### src/rtl/average_divide_sequencer.sv
`default_nettype none
// ============================================================================
// Module      : average_divide_sequencer
// Description : Turns per-pixel accumulated sums into an 8-bit average
//               template using one shared serial restoring divider.
// Revision    : 1.0 - initial release
// ============================================================================
module average_divide_sequencer #(
  parameter int NUM_PIXELS = 784,
  parameter int SUM_W      = 24,
  parameter int CNT_W      = 14,
  parameter int PIX_W      = 8,
  parameter int ADDR_W     = 10
) (
  input  logic              clk,
  input  logic              rst_n,
  input  logic              i_start,
  input  logic [CNT_W-1:0]  i_num_images,
  output logic              o_busy,
  output logic              o_done,
  output logic              o_err_div_zero,
  output logic              o_sum_rd_en,
  output logic [ADDR_W-1:0] o_sum_addr,
  input  logic [SUM_W-1:0]  i_sum_rd_data,
  output logic              o_avg_wr_en,
  output logic [ADDR_W-1:0] o_avg_wr_addr,
  output logic [PIX_W-1:0]  o_avg_wr_data
);

  localparam int                C_BIT_W    = $clog2(SUM_W);
  localparam logic [C_BIT_W-1:0] C_LAST_BIT = C_BIT_W'(SUM_W - 1);
  localparam logic [ADDR_W-1:0]  C_LAST_PIX = ADDR_W'(NUM_PIXELS - 1);

  typedef enum logic [2:0] {
    S_IDLE  = 3'd0,
    S_READ  = 3'd1,
    S_LOAD  = 3'd2,
    S_DIV   = 3'd3,
    S_WRITE = 3'd4,
    S_DONE  = 3'd5
  } state_t;

  state_t               r_state;
  state_t               w_next;
  logic [CNT_W-1:0]     r_div;
  logic [ADDR_W-1:0]    r_pix;
  logic [CNT_W:0]       r_rem;
  logic [SUM_W-1:0]     r_quo;
  logic [C_BIT_W-1:0]   r_bit;
  logic                 r_err;
  logic [ADDR_W-1:0]    r_sum_addr;
  logic [ADDR_W-1:0]    r_wr_addr;
  logic [PIX_W-1:0]     r_wr_data;

  logic [CNT_W+1:0]     w_rem_sh;
  logic [CNT_W+1:0]     w_diff;
  logic                 w_ge;
  logic [SUM_W-1:0]     w_quo_next;
  logic [PIX_W-1:0]     w_quo_sat;

  // Remainder stays below the divisor, so the shifted value never exceeds
  // 2^(CNT_W+1); the top bit of the difference is therefore a valid sign.
  assign w_rem_sh   = {r_rem, r_quo[SUM_W-1]};
  assign w_diff     = w_rem_sh - {2'b00, r_div};
  assign w_ge       = ~w_diff[CNT_W+1];
  assign w_quo_next = {r_quo[SUM_W-2:0], w_ge};
  assign w_quo_sat  = (|w_quo_next[SUM_W-1:PIX_W]) ? {PIX_W{1'b1}} : w_quo_next[PIX_W-1:0];

  always_ff @(posedge clk or negedge rst_n) begin
    if (!rst_n) r_state <= S_IDLE;
    else        r_state <= w_next;
  end

  always_comb begin
    w_next = r_state;
    case (r_state)
      S_IDLE:  if (i_start) w_next = (i_num_images == '0) ? S_DONE : S_READ;
      S_READ:  w_next = S_LOAD;
      S_LOAD:  w_next = S_DIV;
      S_DIV:   if (r_bit == C_LAST_BIT) w_next = S_WRITE;
      S_WRITE: w_next = (r_pix == C_LAST_PIX) ? S_DONE : S_READ;
      S_DONE:  w_next = S_IDLE;
      default: w_next = S_IDLE;
    endcase
  end

  always_ff @(posedge clk or negedge rst_n) begin
    if (!rst_n) begin
      r_div      <= '0;
      r_pix      <= '0;
      r_rem      <= '0;
      r_quo      <= '0;
      r_bit      <= '0;
      r_err      <= 1'b0;
      r_sum_addr <= '0;
      r_wr_addr  <= '0;
      r_wr_data  <= '0;
    end else begin
      case (r_state)
        S_IDLE: begin
          if (i_start) begin
            r_div <= i_num_images;
            r_pix <= '0;
            r_err <= (i_num_images == '0);
            if (i_num_images != '0) r_sum_addr <= '0;
          end
        end
        S_LOAD: begin
          r_quo <= i_sum_rd_data;
          r_rem <= '0;
          r_bit <= '0;
        end
        S_DIV: begin
          r_rem <= w_ge ? w_diff[CNT_W:0] : w_rem_sh[CNT_W:0];
          r_quo <= w_quo_next;
          r_bit <= r_bit + C_BIT_W'(1);
          if (r_bit == C_LAST_BIT) begin
            r_wr_addr <= r_pix;
            r_wr_data <= w_quo_sat;
          end
        end
        S_WRITE: begin
          if (r_pix != C_LAST_PIX) begin
            r_pix      <= r_pix + ADDR_W'(1);
            r_sum_addr <= r_pix + ADDR_W'(1);
          end
        end
        default: ;
      endcase
    end
  end

  assign o_busy         = (r_state != S_IDLE);
  assign o_done         = (r_state == S_DONE);
  assign o_err_div_zero = r_err;
  assign o_sum_rd_en    = (r_state == S_READ);
  assign o_sum_addr     = r_sum_addr;
  assign o_avg_wr_en    = (r_state == S_WRITE);
  assign o_avg_wr_addr  = r_wr_addr;
  assign o_avg_wr_data  = r_wr_data;

endmodule
`default_nettype wire

### config.mk
export PLATFORM = sky130hd
export DESIGN_NAME = average_divide_sequencer
export DESIGN_NICKNAME = d
export VERILOG_FILES = /design/src/rtl/average_divide_sequencer.sv
export SDC_FILE = /design/constraint.sdc
export NUM_CORES = 1
export LEC_CHECK = 0
export BUFFER_PORTS_ARGS = -buffer_cell sky130_fd_sc_hd__clkbuf_2
export CAP_MARGIN = 5
export CORE_AREA = 2 2 102 104
export CTS_CLUSTER_DIAMETER = 80
export DETAILED_ROUTE_END_ITERATION = 12
export DIE_AREA = 0 0 104 106
export HOLD_SLACK_MARGIN = 0.08
export PLACE_DENSITY = 0.75
export SETUP_SLACK_MARGIN = 0.05
export SLEW_MARGIN = 40
export SYNTH_ARGS = -nofsm -noshare
export SYNTH_HDL_FRONTEND = slang
export SYNTH_SLANG_ARGS = --single-unit
### constraint.sdc
create_clock -name clk -period 6.45 [get_ports clk]
set_input_delay 0.645 -clock clk [delete_from_list [all_inputs] [get_ports clk]]
set_output_delay 0.645 -clock clk [all_outputs]
set_load 0.02 [all_outputs]
## Word-level counts from Yosys, hierarchy flattened

Index checks and enable logic that the tools add are counted.

- Eq/ne operators: 12
- Bitwise gates (word level): 1
- Multiplexer cells: 16
- Reductions and logical operators: 12
- $add $sub $neg: 3

Operators with widths:

| kind | number |
|---|---|
| $pmux 24 s2 | 1 |
| $mux 10 | 4 |
| $pmux 10 s2 | 2 |
| $pmux 15 s2 | 1 |
| $reduce_or 16->1 | 1 |
| $sub 16x14->16 | 1 |
| $mux 15 | 1 |
| $pmux 3 s5 | 1 |
| $logic_not 14->1 | 1 |
| $reduce_bool 14->1 | 1 |
| $mux 3 | 4 |
| $add 10x1->10 const B | 1 |
| $eq 10x10->1 const B | 1 |
| $ne 10x10->1 const B | 1 |
| $pmux 5 s2 | 1 |
| $mux 8 | 1 |
| $eq 3x2->1 const B | 2 |
| $eq 3x3->1 const B | 2 |
| $ne 2x2->1 const B | 3 |
| $reduce_and 2->1 | 3 |
| $add 5x1->5 const B | 1 |
| $eq 5x5->1 const B | 1 |
| $reduce_and 4->1 | 1 |
| $reduce_bool 2->1 | 2 |
| other kinds (6) | 6 |

- Logic and storage cells: 54
- Input port bits: 41
- Bits in registers: 100
- Output and inout bits: 33

## Longest topological paths before layout

- Word-level depth: 4
- Mapped depth: 10
- Mapped depth without buffers: 10

## Least setup slack after synthesis

No wires, ideal clock.

- Path kind: flip-flop to flip-flop
- From: register r_quo[23]
- To: register r_rem[10]
- Stages on the path, launching flop included: 10
- Setup time: 0.083 ns
- Data arrival time: 2.155 ns
- Buffers on the path: 0
- Path slack: 4.212 ns
- Data required time: 6.367 ns
- Period minus slack after synthesis: 2.238 ns
- Cell sequence: dfrtp_1 -> inv_1 -> ha_1 -> inv_1 -> fa_1 -> a21oi_1 -> o221ai_1 -> or3b_2 -> a31o_2 -> o21ai_0

- Cells in the longest elaborated chain, start to end: 3

RTL lines:

| element | line | text |
|---|---|---|
| start, declared | 48 | `logic [SUM_W-1:0] r_quo;` |
| start signal, assigned | 109 | `r_quo <= i_sum_rd_data;` |
| start signal, assigned | 115 | `r_quo <= w_quo_next;` |
| $sub 16x14->16 | 64 | `assign w_diff = w_rem_sh - {2'b00, r_div};` |
| $mux 15 | 114 | `r_rem <= w_ge ? w_diff[CNT_W:0] : w_rem_sh[CNT_W:0];` |
| $pmux 15 s2 | 99 | `case (r_state)` |
| end signal, assigned | 114 |  |
| end, declared | 47 | `logic [CNT_W:0] r_rem;` |

Every way passes these cells.
A chain may end at the register's enable or synchronous reset.

## Final worst setup path

- From: register r_state[0]
- To: output o_avg_wr_en

- Cells in the longest elaborated chain, start to end: 1

RTL lines:

| element | line | text |
|---|---|---|
| start, declared | 43 | `state_t r_state;` |
| start signal, assigned | 71 | `else r_state <= w_next;` |
| $eq 3x3->1 | 138 | `assign o_avg_wr_en = (r_state == S_WRITE);` |
| end, declared | 25 | `output logic o_avg_wr_en,` |

Every way passes these cells.

==> results <==
- Once the clock tree was built, the resizer swapped 0 gates to a different size.
- Clock tree synthesis found a total of 100 sinks.
- In the synthesized netlist the dominant register cell turns out to be dfrtp_1.
- The cell sitting at the root of the clock tree is a clkbuf_8.
- The total standard cell area after synthesis is 5294 um^2.
- The detailed-route wire length on metal 1 is 5498 um.
- The routed length on met2 is 5454 um.
- The routed length per instance is 15.92 um.
- The worst hold margin is 0.1958 ns.
- Pin placement for this block handled 74 I/O pins.
- The proportion of power drawn by the clock network is 0.157.
- The total half-perimeter wirelength after legalization and detailed placement is 8629 um.
- The worst hold path belongs to the class input port to async pin.
- The worst slack at placement is 3.681 ns.
- The fraction of synthesized area in multiplexers is 0.07445.
- The synthesized design contains 100 register bits.
- The share of the Yosys chip area taken by registers is 0.4727.
- The number of setup violations in the final report is 0.
- The worst setup path is launched from a flop.
- The count of endpoints failing hold in the final timing report is 0.
- The highest ir drop seen on vdd is 0.2029 mV.
- The number of placed instances, taps included, is about 740.
- The max-cap violation count is 0.
- The pre-antenna-repair detailed-routing pass consisted of 5 iterations.
- Yosys mapped a number of flops with a built-in enable equal to 0.
- The fraction of power spent switching nets is 0.4252.
- The end-of-flow core utilization is 0.5986.
- The violation count after the first detailed-routing iteration is 220.
- In this run the core area contains 37 standard-cell rows.
- Synthesis produced a netlist with a net count of 608.
- The time the final worst path needs with I/O delays and setup is 2.901 ns.
- For the pin with the worst max-slew slack, the measured transition is 0.7480 ns.
- Once routing completed, OpenROAD measured the worst setup slack at 3.549 ns.
- After synthesis, the largest family of logic cells by area is compound AO/OA/AOI/OAI gates.
- The initial antenna violation count is 0.
- In this run the power spent charging and discharging nets is 0.001191 W.
- For this run, the total global-route usage over all layers was measured as 0.2267.
- For this run, the number of standard cells in the final layout without fillers is 753.
- The maximum level of the CTS H-tree is 3.
- The post-synthesis compound-gate area fraction was 0.1846.
- The fill cell instance count of the final layout is 884.
- Of the total power, registers draw 0.365.
- At the end of routability-driven placement, the weighted congestion stood at 0.9048.
- The core region is 10000 um^2.
- Yosys mapped the design onto 62 distinct sky130hd cell types.
- The total of hold buffers inserted after clock tree synthesis is 0.
- The clock passes through at most 2 buffers.
- Setup repair after global routing left no endpoint under its margin.
- The total die area is between 10,000 and 15,000 um^2.
- Data arrives at the worst endpoint at 2.26 ns.
- The flow ran to the end, and the final reports show no timing, DRC or antenna violations.
- The remaining global-route overflow is 0.
- Of the total synthesized cell area, the portion taken by AND, OR, NAND and NOR gates is 0.1669.
- The final setup skew is 0.01222 ns.
- The number of global-route vias before repair is 4,136.
- The sum of met3 wire segment lengths after detailed routing is 738 um.
- The nature of the critical path endpoint is an output pin.
- For this run, the number of Yosys warnings is 0.
- In this run the power density over the cells is 467.9 nW/um^2.
- The highest routed metal layer is met4.
- The number of setup buffers added after CTS is 0.
- 0 antenna diodes ended up in the layout.
- The minimum setup slack among reg-to-reg paths is 3.75 ns.
- The first-pass GRT wire length is between 20,000 and 25,000 um.
- In the routed design, unresolved DRC markers number 0.
- In this run the static leakage power is ~2.9 nW.
- The initial standard-cell utilization of the core is 0.5294.
- The proportion of register bits with asynchronous set or reset after synthesis is 1.000.
- Based on the critical path, the design can be clocked at up to 344.7 MHz.
- Wires add up to 11,990 um.
- The area growth from synthesis to layout is 13.07%.
- The fraction of layout instances using a drive strength above 1 is 0.1961.
- Of the total synthesized cell area, the portion taken by XOR and XNOR cells is 0.02482.
- In the routed layout, each cell is associated on average with a via count of 5.825.
- The largest net degree at the start of global routing is 72.
- After routing, the total negative slack on setup checks comes to 0 ns.
- Of the total synthesized cell area, the portion taken by full adders, half adders and majority gates is 0.04160.
- Buffers inserted during clock tree synthesis total 9.
- In this run the tool buffered the top-level ports with 73 buffer cells.
- Synthesis produced a netlist whose cell count is 550.
- The internal cell power is 0.001610 W.
- The portion of total power attributed to combinational logic is 0.477.
- The required time of the critical path is around 5.8 ns.
- The floorplan die height is 106 um.
- Measured against its own limit, the worst slew margin works out to 0.5008.
- The number of nets in the final layout is 670.
- The max-slew violation count was 0.
- The number of nets with antenna violations after detailed routing is 0.
- Summing over every cut layer, the via total after detailed routing is 4,386.
- The horizontal extent of the die is 104 um.
- Clock latency on the worst-skew pair, taken at its later pin, is 0.39 ns.
- In this run the worst path has a maximum fanout of 31.
- After clock tree synthesis, the clock-pin slew on the worst setup and hold paths is 0.10 ns.
- The per-instance average area after synthesis is 9.625 um^2.
- The critical path in this run is classified as flop to output pin.
- The post-route fraction of the period consumed by the critical path is 0.4498.
- The clock tree from TritonCTS is built.
==> sequential cells by signal (all words and copies together), names as in the netlist <==
register / flops
o_avg_wr_addr: 10
o_avg_wr_data: 8
o_err_div_zero: 1
o_sum_addr: 10
r_bit: 5
r_div: 14
r_pix: 10
r_quo: 24
r_rem: 15
r_state: 3
==> per-stage QoR <==
| stage | total power (W) | area, um^2 |
|---|---|---|
| after floorplan | 0.002015 | 5294 |
| after global placement | 0.002283 | 5747 |
| after detailed placement | 0.002348 | 5756 |
| after CTS | 0.002790 | 5973 |
| after global routing | 0.003014 | 5986 |
| final | 0.002801 | 5986 |
==> routing by layer <==
layer,GRT usage,vias to the layer above
met5,0,-
met4,0.08977,0
met3,0.05395,23
met2,0.3407,144
met1,0.3187,2114
li1,-,2105
==> Yosys cell counts (all sizes together), types with 4 or more instances <==
cell type / instances / area [um^2]
mux2: 11 / 123.9
a31oi: 4 / 25.02
xor2: 7 / 61.31
nand2b: 7 / 43.79
a21o: 8 / 60.06
or3: 4 / 25.02
buf: 11 / 57.55
o21ai: 70 / 357.8
and3: 7 / 43.79
inv: 20 / 75.07
o311ai: 6 / 52.55
a32oi: 5 / 43.79
mux2i: 27 / 270.3
nor4: 7 / 43.79
a22o: 4 / 35.03
a21oi: 17 / 85.08
nand3: 17 / 85.08
nor2: 25 / 103.9
o31ai: 4 / 30.03
nand2: 88 / 332.8
ha: 16 / 200.2
nor3: 7 / 35.03
o22a: 8 / 70.07
xnor2: 8 / 70.07
clkbuf: 14 / 52.55
dfrtp: 100 / 2502
and2: 6 / 40.04
==> final cells by class <==
class | instances | area [um^2] | share of cell area
Inverter | 20 | 75.07 | 0.01254
Clock buffer | 11 | 151.4 | 0.02529
Tap cell | 136 | 170.2 | 0.02843
Timing Repair Buffer | 76 | 394.1 | 0.06584
Sequential cell | 100 | 2502 | 0.4181
Clock inverter | 5 | 66.31 | 0.01108
Multi-Input combinational cell | 405 | 2626 | 0.4388
==> cells by family after synthesis <==
logic type | count (synthesis)
flops | 100
simple gates | 185
xor+xnor | 15
fa+ha+maj | 17
buf+inv | 45
compound gates | 150
mux | 38
==> critical path, stage by stage (launching register included) <==
cell	delay, ns
dfrtp_1	0.37
buf_4	0.27
nor2_1	0.32
nand2_1	0.39
inv_1	0.30
clkbuf_2	0.22
==> power by group through the flow <==
stage | clock [W] | sequential, W | combinational [W]
6_report | 0.000441 | 0.00102 | 0.00134
5_1_grt | 0.000471 | 0.00105 | 0.00149
4_1_cts | 0.000447 | 0.00102 | 0.00132
3_5_place_dp | 0 | 0.00104 | 0.00131
3_3_place_gp | 0 | 0.00102 | 0.00126
2_1_floorplan | 0 | 0.00104 | 0.000973
==> path summary, 6_finish.rpt <==
path | startpoint | end | depth (start not counted)
worst max-delay path | r_state[0] | o_avg_wr_en | 5
worst min-delay path | rst_n | r_div[9] | 1
worst max register to register | r_rem[9] | r_rem[14] | 7
worst min register to register | o_sum_addr[2] | o_sum_addr[2] | 2
max in group asynchronous | rst_n | r_rem[7] | 2
min in group clk | i_num_images[3] | r_div[3] | 3
==> layout by cell type (no fill, tap or decap), types with 3 or more instances in the layout <==
master    instances
nand4_1           3
xor2_1            7
nor2_1           22
a21oi_1          17
a22o_1            4
o22a_1            8
inv_1            20
nor2b_1           3
nand3_1          17
ha_1             16
a32oi_1           5
o31ai_1           4
nand4b_1          3
mux2_2           11
a31oi_1           4
nor4_1            7
a21o_1            8
or3_1             4
clkbuf_2         72
nand2b_1          6
dfrtp_1         100
and2_1            4
mux2i_1          27
o311ai_0          6
o21ai_0          66
and3_1            7
nor3_1            7
nand2_1          87
buf_4             3
clkbuf_8         11
xnor2_1           8
Power figures use the tool's default switching activity.
